## src/rtl/neighbor_fetch_sequencer.sv

```systemverilog
// Purpose : fetches mem[base-1], mem[base], mem[base+1] one read at a time and assembles a 3-lane vector.
// Latency : start at cycle 0 -> done at cycle 7 with mem_ready=1 and rvalid one cycle after accept.
// Backpr. : mem_req/mem_addr held stable until mem_ready; upstream frozen via stall until the vector is done.
//
// Ports:
//   clk, rst_n             pipeline clock, asynchronous active-low reset
//   start, base_addr       load request (sampled in IDLE only) and centre pixel address
//   flush                  abort the current fetch
//   stall                  freeze upstream pipeline registers
//   done, lane_data        one-cycle completion pulse; [0]=mem[base-1], [1]=mem[base], [2]=mem[base+1]
//   mem_req, mem_addr      read request / address to the single-port data memory
//   mem_ready              memory accepts the request this cycle
//   mem_rvalid, mem_rdata  read return (at most one read outstanding)
//
// Optional build macro: NEIGHBOR_CLAMP_EN clamps edge addresses to [0, MAX_ADDR]
// instead of wrapping modulo 2^ADDR_W.

module neighbor_fetch_sequencer #(
    parameter int                ADDR_W   = 19,
    parameter int                DATA_W   = 18,
    parameter logic [ADDR_W-1:0] MAX_ADDR = 19'h7FFFF
) (
    input  logic                   clk,
    input  logic                   rst_n,
    input  logic                   start,
    input  logic [ADDR_W-1:0]      base_addr,
    input  logic                   flush,
    output logic                   stall,
    output logic                   done,
    output logic [2:0][DATA_W-1:0] lane_data,
    output logic                   mem_req,
    output logic [ADDR_W-1:0]      mem_addr,
    input  logic                   mem_ready,
    input  logic                   mem_rvalid,
    input  logic [DATA_W-1:0]      mem_rdata
);

    typedef enum logic [2:0] {
        IDLE  = 3'd0,
        ISSUE = 3'd1,
        WAIT  = 3'd2,
        DRAIN = 3'd3,
        DONE  = 3'd4
    } state_t;

    localparam logic [ADDR_W-1:0] ADDR_ONE = {{(ADDR_W-1){1'b0}}, 1'b1};

    state_t            state_q, state_d;
    logic [1:0]        lane_q, lane_d;
    logic [ADDR_W-1:0] base_q;
    logic [ADDR_W-1:0] base_in;
    logic [ADDR_W-1:0] addr_lo;
    logic [ADDR_W-1:0] addr_hi;
    logic              load_base;
    logic              capture;

    // Neighbour addresses are derived from the registered base so mem_addr
    // stays stable for the whole time a request waits for mem_ready.
`ifdef NEIGHBOR_CLAMP_EN
    assign base_in = (base_addr > MAX_ADDR) ? MAX_ADDR : base_addr;
    assign addr_lo = (base_q == '0) ? '0 : (base_q - ADDR_ONE);
    assign addr_hi = (base_q >= MAX_ADDR) ? MAX_ADDR : (base_q + ADDR_ONE);
`else
    logic unused_max_addr;
    assign unused_max_addr = ^MAX_ADDR;
    assign base_in = base_addr;
    assign addr_lo = base_q - ADDR_ONE;
    assign addr_hi = base_q + ADDR_ONE;
`endif

    always_comb begin
        case (lane_q)
            2'd0:    mem_addr = addr_lo;
            2'd1:    mem_addr = base_q;
            default: mem_addr = addr_hi;
        endcase
    end

    always_comb begin
        state_d   = state_q;
        lane_d    = lane_q;
        load_base = 1'b0;
        capture   = 1'b0;
        stall     = 1'b0;
        done      = 1'b0;
        mem_req   = 1'b0;

        case (state_q)
            IDLE: begin
                // flush wins over a simultaneous start: request is dropped
                if (start && !flush) begin
                    stall     = 1'b1;
                    load_base = 1'b1;
                    lane_d    = 2'd0;
                    state_d   = ISSUE;
                end
            end
            ISSUE: begin
                stall = 1'b1;
                if (flush) begin
                    state_d = IDLE;
                end else begin
                    mem_req = 1'b1;
                    if (mem_ready) begin
                        state_d = WAIT;
                    end
                end
            end
            WAIT: begin
                stall = 1'b1;
                if (mem_rvalid) begin
                    if (flush) begin
                        state_d = IDLE;
                    end else begin
                        capture = 1'b1;
                        if (lane_q == 2'd2) begin
                            state_d = DONE;
                        end else begin
                            lane_d  = lane_q + 2'd1;
                            state_d = ISSUE;
                        end
                    end
                end else if (flush) begin
                    // read still in flight: swallow its return before accepting new work
                    state_d = DRAIN;
                end
            end
            DRAIN: begin
                stall = 1'b1;
                if (mem_rvalid) begin
                    state_d = IDLE;
                end
            end
            DONE: begin
                // stall low here lets the pipeline advance and take lane_data
                done    = 1'b1;
                state_d = IDLE;
            end
            default: begin
                state_d = IDLE;
            end
        endcase
    end

    always_ff @(posedge clk or negedge rst_n) begin
        if (!rst_n) begin
            state_q   <= IDLE;
            lane_q    <= 2'd0;
            base_q    <= '0;
            lane_data <= '0;
        end else begin
            state_q <= state_d;
            lane_q  <= lane_d;
            if (load_base) begin
                base_q <= base_in;
            end
            if (capture) begin
                case (lane_q)
                    2'd0:    lane_data[0] <= mem_rdata;
                    2'd1:    lane_data[1] <= mem_rdata;
                    default: lane_data[2] <= mem_rdata;
                endcase
            end
        end
    end

endmodule
```

## config.mk

```make
export PLATFORM = sky130hd
export DESIGN_NAME = neighbor_fetch_sequencer
export DESIGN_NICKNAME = d
export VERILOG_FILES = /design/src/rtl/neighbor_fetch_sequencer.sv
export SDC_FILE = /design/constraint.sdc
export NUM_CORES = 1
export LEC_CHECK = 0
export ABC_AREA = 1
export CAP_MARGIN = 20
export CORE_ASPECT_RATIO = 2
export CORE_MARGIN = 4
export CORE_UTILIZATION = 49
export CTS_CLUSTER_DIAMETER = 100
export CTS_CLUSTER_SIZE = 16
export DETAILED_ROUTE_END_ITERATION = 12
export GPL_ROUTABILITY_DRIVEN = 0
export GPL_TIMING_DRIVEN = 0
export PLACE_DENSITY_LB_ADDON = 0.12
export SYNTH_ARGS = -nofsm -noshare
export SYNTH_HDL_FRONTEND = slang
export SYNTH_SLANG_ARGS = --single-unit
```

## constraint.sdc

```tcl
create_clock -name clk -period 3.57 [get_ports clk]
set_clock_uncertainty 0.2 [all_clocks]
set_input_delay 0.714 -clock clk [delete_from_list [all_inputs] [get_ports clk]]
set_output_delay 0.714 -clock clk [all_outputs]
set_load 0.01 [all_outputs]
```

==> reports/qor.yml, run 1 <==
power:
  power_mw: 7.666
  leakagePower_nw: 3.166
  combPwrFrac: 0.662
  clock_power_share: 0.133
  p_int_mw: 3.995
  p_seq_frac: 0.204
  irDropWorstVdd_v: 0.0006135
  switching_share: 0.4788
  power_density_mw_per_mm2: 1199
  power_switching_mw: 3.671
timing:
  fmax_ghz: 0.2867
  worst_slew_pin_slew_ps: 710.2
  finalCriticalPeriod_ps: 3489
  finalSetupViolCount: 0
  timing.final.hold_violations: 0
  slew_headroom: 0.5265
  fin_tns_setup_ps: 0
  rsz0062_at_grt: "yes"
  finalCritPeriodShare: 0.9772
  drv_slew: 0
  hold_ws_ps: 26.43
  fin_ws_ps: 81.45
cts:
  ctsRootBufferMaster: "clkbuf_16"
  numCtsBuffers: 9
  clk_latency_ps: 330
  h-tree-depth: 3
  clk_pin_slew_worst_paths_ps: 60
  numClockSinks: 78
  clock_path_buffers: 2
  ctsHoldBuffers: 0
  cts_tree: "built"
synthesis:
  synth_nets: 694
  avgSynthCellArea_um2: 7.006
  yosys-top-cells-area: "dfrtp_1, nand2_1, o21ai_0"
  synth_warnings: 0
  synthCells: 646
  ys_ff_latch: 78
  yosysSeqAreaShare: 0.4313
  synth.cell_area_mm2: 0.004526
  netlist.area_leader.share: 0.4313
  yosysTopAreaCell: "dfrtp_1"
  ys_types: 29
global_route:
  grt_pass1_vias: 5046
  grtUsageTotal: 0.2730
  grt_pass1_wl_mm: 23.87
  antenna_found_initial: 0
  grt_max_degree: 66
  overflow: 0
placed_design:
  placed_area_mm2: 0.005859
  pre_cts_ws_ps: -372.2
  port_buffers: 118
  dp.final_hpwl_mm: 11.22
floorplan:
  io_pins: 119
  row_count: 49
  start_util: 0.5022
  die_w_um: 75.96
  core_mm2: 0.009012
  die_h_um: 143.9
  dieArea_mm2: 0.01093
setup_path:
  slowest_delay_ps: 570
  path_depth: 7
  r2r_slack_ps: 1220
  critPathCapture: "mem_addr[1]"
  end_kind: "output pin"
  crit_path_start: "lane_q[0]$_DFFE_PN0P_"
  rr_startpoint: "lane_q[1]$_DFFE_PN0P_"
  required_ps: 2660
  critPathSlowestCell: "clkdlybuf4s50_1"
  crit_type: "reg2out"
  cp_max_fo: 11
  cp_top_family: "buffers and inverters"
  crit_chain: "buf_4 > ha_1 > inv_1 > clkbuf_2 > nand2_1 > o21ai_0 > clkdlybuf4s50_1"
  reg2reg_to: "lane_data[24]$_DFFE_PN0P_"
  path_buf_inv: 4
  worstPathArrival_ps: 2570
  worstSetupStartpointType: "register"
  r2r_cells: 7
final_layout:
  final_area_mm2: 0.006394
  n_antenna_cell: 0
  final_nets: 837
  fillCellCount: 738
  drive_gt1_frac: 0.1436
  areaGrowthSynthToFinish_pct: 41.28
detailed_routing:
  first_pass_iters: 6
  drc_errors: 0
  wl_per_cell_um: 16.94
  drtIter0Drc: 366
  avgViaCountPerCell: 5.462
  totalWireLength_mm: 15.18
  via_count: 4894
  ant_nets: 0
run_status:
  status: "complete, no violations"
run:
  cap_violations: 0
hold_path:
  hold_class: "in2async"
==> area by class of cell <==
cell class | count | area, µm² | area share
Buffer | 21 | 130.1 | 0.02035
Clock buffer | 9 | 225.2 | 0.03523
Clock inverter | 7 | 105.1 | 0.01644
Inverter | 79 | 299.0 | 0.04677
Multi-Input combinational cell | 467 | 2276 | 0.3560
Sequential cell | 78 | 1952 | 0.3053
Tap cell | 102 | 127.6 | 0.01996
Timing Repair Buffer | 133 | 1279 | 0.2000
==> how the worst min path moves through the flow <==
stage | start | end | slack [ps] | cells past startpoint
after floorplan | rst_n | base_q[0]$_DFFE_PN0P_ | 220 | 0
after global placement | lane_data[0]$_DFFE_PN0P_ | lane_data[0]$_DFFE_PN0P_ | 270 | 2
after detailed placement | lane_data[38]$_DFFE_PN0P_ | lane_data[38]$_DFFE_PN0P_ | 270 | 2
after CTS | rst_n | lane_data[25]$_DFFE_PN0P_ | 20 | 1
after global routing | rst_n | lane_data[25]$_DFFE_PN0P_ | 30 | 1
final | rst_n | lane_data[25]$_DFFE_PN0P_ | 30 | 1
==> per-layer routing <==
metal | share of wire | GRT usage | wire, µm
met5 | 0 | 0 | 0
met4 | 0.053 | 0.1857 | 798
met3 | 0.077 | 0.06901 | 1168
met2 | 0.55 | 0.5063 | 8281
met1 | 0.32 | 0.2578 | 4927
==> cell usage in the layout (no fill, tap or decap), drive strengths merged, types with 4 or more instances in the layout <==
cell type	netlist	routed
ha	5	5
clkdlybuf4s50	0	101
clkbuf	13	24
dlygate4sd2	0	4
o21ai	92	92
nor2	54	54
dfrtp	78	78
nand3	40	40
nand4	4	4
buf	9	28
inv	79	82
nor3	4	4
a21oi	22	22
nand2	237	237
==> state kept, by name (all words and copies together), names as in the netlist <==
| name | cells |
|---|---|
| state_q | 3 |
| lane_data | 54 |
| lane_q | 2 |
| base_q | 19 |
==> cells by family (layout without fill, tap and decap cells) <==
group,count (synthesis),count (layout),share of synthesized area
AND/OR/NAND/NOR,339,339,0.3207
adder cells (fa/ha/maj),5,5,0.01382
buffers and inverters,101,249,0.09040
flip-flops,78,78,0.4313
AO/OA/AOI/OAI,120,120,0.1380
XOR/XNOR,3,3,0.005807
==> per-stage QoR <==
| step | util | cells |
|---|---|---|
| final | 0.7094 | 896 |
| after global routing | 0.7094 | 896 |
| after CTS | 0.6968 | 889 |
| after detailed placement | 0.6501 | 867 |
| after global placement | 0.6474 | 866 |
| after floorplan | - | 646 |
==> worst register-to-register path, delay by kind of cell (launching register included) <==
family / cells / cell delay [ps]
compound gates: 1 / 90
fa+ha+maj: 1 / 160
buf+inv: 3 / 950
flops: 1 / 390
simple gates: 2 / 420
==> what timing repair did <==
action	in CTS	in global routing
gates cloned	2	0
pin swaps	2	12
buffers inserted	5	7
setup endpoints to repair	18	14
resized for setup	42	35
==> power groups by stage <==
stage          combinational (mW)  clock (mW)  sequential, mW
2_1_floorplan                2.67           0            1.64
3_3_place_gp                 4.68           0            1.54
3_5_place_dp                 4.75           0            1.56
4_1_cts                      4.84        1.04            1.56
5_1_grt                      5.56        1.07            1.61
6_report                     5.08        1.02            1.57
==> cells in the mapped netlist <==
cell type,number
nor2_1,41
buf_1,1
nand2_2,19
o21a_1,1
inv_2,2
a32o_1,1
nor3_4,1
nor2_2,11
a21oi_1,19
nand3_1,39
o21ai_1,13
o22ai_1,2
clkbuf_2,1
nand3_4,1
xor2_1,1
xnor2_1,2
buf_6,3
inv_1,77
ha_1,5
nor3_1,3
nand2_1,218
o21ai_0,79
dfrtp_1,78
clkbuf_1,12
a31oi_1,2
nor2_4,2
a21oi_2,3
nand4_1,4
buf_2,5
Note: power is estimated with default switching activity, not from simulation.
==> run 2: changes to the inputs <==
--- a/config.mk
+++ b/config.mk
@@ -5,7 +5,7 @@
 export SDC_FILE = /design/constraint.sdc
 export NUM_CORES = 1
 export LEC_CHECK = 0
-export ABC_AREA = 1
+export ABC_AREA = 0
 export CAP_MARGIN = 20
 export CORE_ASPECT_RATIO = 2
 export CORE_MARGIN = 4
@@ -16,6 +16,7 @@
 export GPL_ROUTABILITY_DRIVEN = 0
 export GPL_TIMING_DRIVEN = 0
 export PLACE_DENSITY_LB_ADDON = 0.12
+export SLEW_MARGIN = 20
 export SYNTH_ARGS = -nofsm -noshare
 export SYNTH_HDL_FRONTEND = slang
 export SYNTH_SLANG_ARGS = --single-unit
==> reports/qor.yml, run 2 <==
timing:
  drv_slew: 0  # unchanged
  finalSetupViolCount: 13  # +13
  fmax_ghz: 0.2486  # -13%
  worst_slew_pin_slew_ps: 680.1  # -30.18 ps
  finalCritPeriodShare: 1.127  # +0.1494
  slew_headroom: 0.5466  # +0.02012
  timing.final.hold_violations: 0  # unchanged
  finalCriticalPeriod_ps: 4022  # +533.4 ps
  rsz0062_at_grt: "yes"
  hold_ws_ps: 76.78  # +50.35 ps
  fin_ws_ps: -452.0  # -533.4 ps
run:
  cap_violations: 0  # unchanged
placed_design:
  port_buffers: 117  # -0.85%
  placed_area_mm2: 0.005683  # -3.0%
  dp_cells: 623  # -28%
  dp.final_hpwl_mm: 8.933  # -20%
floorplan:
  die_h_um: 141.2  # -1.9%
  start_util: 0.5025  # about the same
  row_count: 48  # -2.0%
  core_mm2: 0.008648  # -4.0%
  dieArea_mm2: 0.01053  # -3.7%
  io_pins: 119  # unchanged
  die_w_um: 74.59  # -1.8%
synthesis:
  synth_warnings: 0  # unchanged
  netlist.area_leader.share: 0.4492  # +0.01788
  synth-edff-count: 0  # unchanged
  ys_types: 61  # +110%
  synthFlopType: "dfrtp_1"
  synth_nets: 453  # -35%
  yosysMostFrequentCell: "dfrtp_1"
  synth.cell_area_mm2: 0.004345  # -4.0%
  yosysSeqAreaShare: 0.4492  # +0.01788
  synth_commonest_cells: "dfrtp_1, mux2_2, nor2_1, nand2_1, o21ai_0"
  synthCells: 405  # -37%
  yosysTopAreaCell: "dfrtp_1"
  avgSynthCellArea_um2: 10.73  # +53%
  yosys-top-cells-area: "dfrtp_1, mux2_2, xnor2_1"
  synth_async_sr_flop_share: 1.000  # unchanged
  ys_ff_latch: 78  # unchanged
setup_path:
  slowest_delay_ps: 370  # -200 ps
  worstSetupStartpointType: "register"
  critPathSlowestCell: "dfrtp_1"
  end_kind: "output pin"
  crit_type: "reg2out"
  crit_chain: "inv_2 > ha_4 > buf_6 > buf_8 > buf_8 > xor2_2 > ha_2 > and3b_2 > o21ai_4 > a21oi_4 > buf_4 > nor2_4 > nor4_4 > a311oi_2 > xnor2_1 > buf_2"
  required_ps: 2660  # about the same
  cp_common_cell: "buf_8"
  path_buf_inv: 6  # +2
  worstPathArrival_ps: 3110  # +540 ps
  cp_top_family: "buffers and inverters"
  cp_max_fo: 4  # -7
final_layout:
  areaGrowthSynthToFinish_pct: 46.88
  drive_gt1_frac: 0.3499  # +0.2063
  final_cell_mix: "clkdlybuf4s50_1, dfrtp_1, mux2_2"
  regMostFlops: "lane_data"
  top_regs: "lane_data x54, base_q x19, state_q x3"
  final_common_cell: "clkdlybuf4s50_1"
  final_area_mm2: 0.006382  # -0.18%
  final_nets: 606  # -28%
  largest_reg_flops: 54  # unchanged
  fillCellCount: 634  # -14%
  n_antenna_cell: 0  # unchanged
  stdcell_count: 663  # -26%
cts:
  h-tree-depth: 3  # unchanged
  numClockSinks: 78  # unchanged
  ctsHoldBuffers: 0  # unchanged
  cts_tree: "built"
  clk_pin_slew_worst_paths_ps: 60  # about the same
  ctsRootBufferMaster: "clkbuf_16"
  numCtsBuffers: 9  # unchanged
  clock_path_buffers: 2  # unchanged
  clk_latency_ps: 340  # about the same
detailed_routing:
  wl_met1_mm: 4.395  # -11%
  drc_errors: 0  # unchanged
  ant_nets: 0  # unchanged
  top_layer_used: "met4"
  wl_per_cell_um: 19.51  # +15%
  avgViaCountPerCell: 5.855  # +7.2%
  first_pass_iters: 4  # -2
  routed-wl-met3_um: 977  # -16%
  totalWireLength_mm: 12.93  # -15%
  drtIter0Drc: 319  # -13%
  via_count: 3882  # -21%
  met2WireLength_mm: 7.131  # -14%
global_route:
  grt_pass1_vias: 4182  # -17%
  grt_max_degree: 56  # -15%
  grt_pass1_wl_mm: 20.47  # -14%
  grtUsageTotal: 0.2529  # -0.02008
  antenna_found_initial: 0  # unchanged
  overflow: 0  # unchanged
power:
  power_density_mw_per_mm2: 783.5  # -35%
  irDropWorstVdd_v: 0.0004489  # -27%
  leakagePower_nw: 2.801  # -12%
hold_path:
  hold_class: "in2async"
run_status:
  status: "complete, but fails checks"
  violations: "negative setup slack"
[run 2: changes by cell type in the layout (fill, tap and decap cells not counted), moves of 10 or more]
cell	delta
nor2_2	-10
nor3_1	+10
nor2_1	-15
inv_1	-73
o21ai_1	-10
nand3_1	-30
o21ai_0	-64
mux2_2	+74
buf_2	+18
nand2_2	-27
nand2_1	-186
[run 2: cell type report]
| class | instances | area (µm²) | area share |
|---|---|---|---|
| Clock inverter | 6 | 52.55 | 0.008234 |
| Buffer | 33 | 202.7 | 0.03176 |
| Inverter | 4 | 18.77 | 0.002941 |
| Timing Repair Buffer | 142 | 1323 | 0.2072 |
| Multi-Input combinational cell | 290 | 2470 | 0.3870 |
| Clock buffer | 10 | 239.0 | 0.03744 |
| Sequential cell | 78 | 1952 | 0.3058 |
| Tap cell | 100 | 125.1 | 0.01960 |
[run 2: metrics by stage]
step                setup TNS (ps)  total power [mW]  utilization  worst slack, ps
global route                 -5422             5.311       0.7380           -568.6
floorplan                        0             2.774            -            7.801
global placement            -93080             3.870       0.6542            -1096
detailed placement           -8584             3.922       0.6571           -990.0
CTS                          -2514             4.828       0.7143           -374.2
finish                       -3634             5.001       0.7380           -452.0
[run 2: logic make-up after synthesis]
kind of cell               Yosys count  share of synthesized area
AOI/OAI and AO/OA                   75                     0.1155
xor gates and xnor gates            23                    0.04636
adders and majority gates            5                    0.01440
buffers and inverters               37                    0.03916
DFF                                 78                     0.4492
muxes                               76                     0.1964
and+or+nand+nor                    111                     0.1391
[run 2: power by group]
part           internal, mW  total (mW)  switching, mW
Clock                 0.501       0.892          0.391
Combinational          1.38        2.84           1.46
Sequential             1.13        1.27          0.135
[run 2: worst paths after layout]
check,cells after the start,start,slack (ps),endpoint
hold / removal,1,rst_n,80,lane_data[15]$_DFFE_PN0P_
setup / recovery,16,lane_q[1]$_DFFE_PN0P_,-450,mem_addr[10]
min in group clk,1,lane_data[34]$_DFFE_PN0P_,300,lane_data[34]$_DFFE_PN0P_
setup reg to reg,10,lane_q[1]$_DFFE_PN0P_,760,lane_data[43]$_DFFE_PN0P_
max in group asynchronous,2,rst_n,2510,base_q[3]$_DFFE_PN0P_
hold reg to reg,1,lane_data[34]$_DFFE_PN0P_,300,lane_data[34]$_DFFE_PN0P_
[run 2: timing repair]
action | CTS | global route
cloned | 1 | 0
pin swaps | 27 | 21
setup endpoints to repair | 19 | 17
resized for setup | 89 | 40
setup buffers | 14 | 9
[run 2: routing by layer]
layer  track usage  vias to the layer above
met5             0                        -
met4        0.1220                        0
met3       0.07852                       39
met2        0.4413                      168
met1        0.2650                     1914
li1              -                     1761
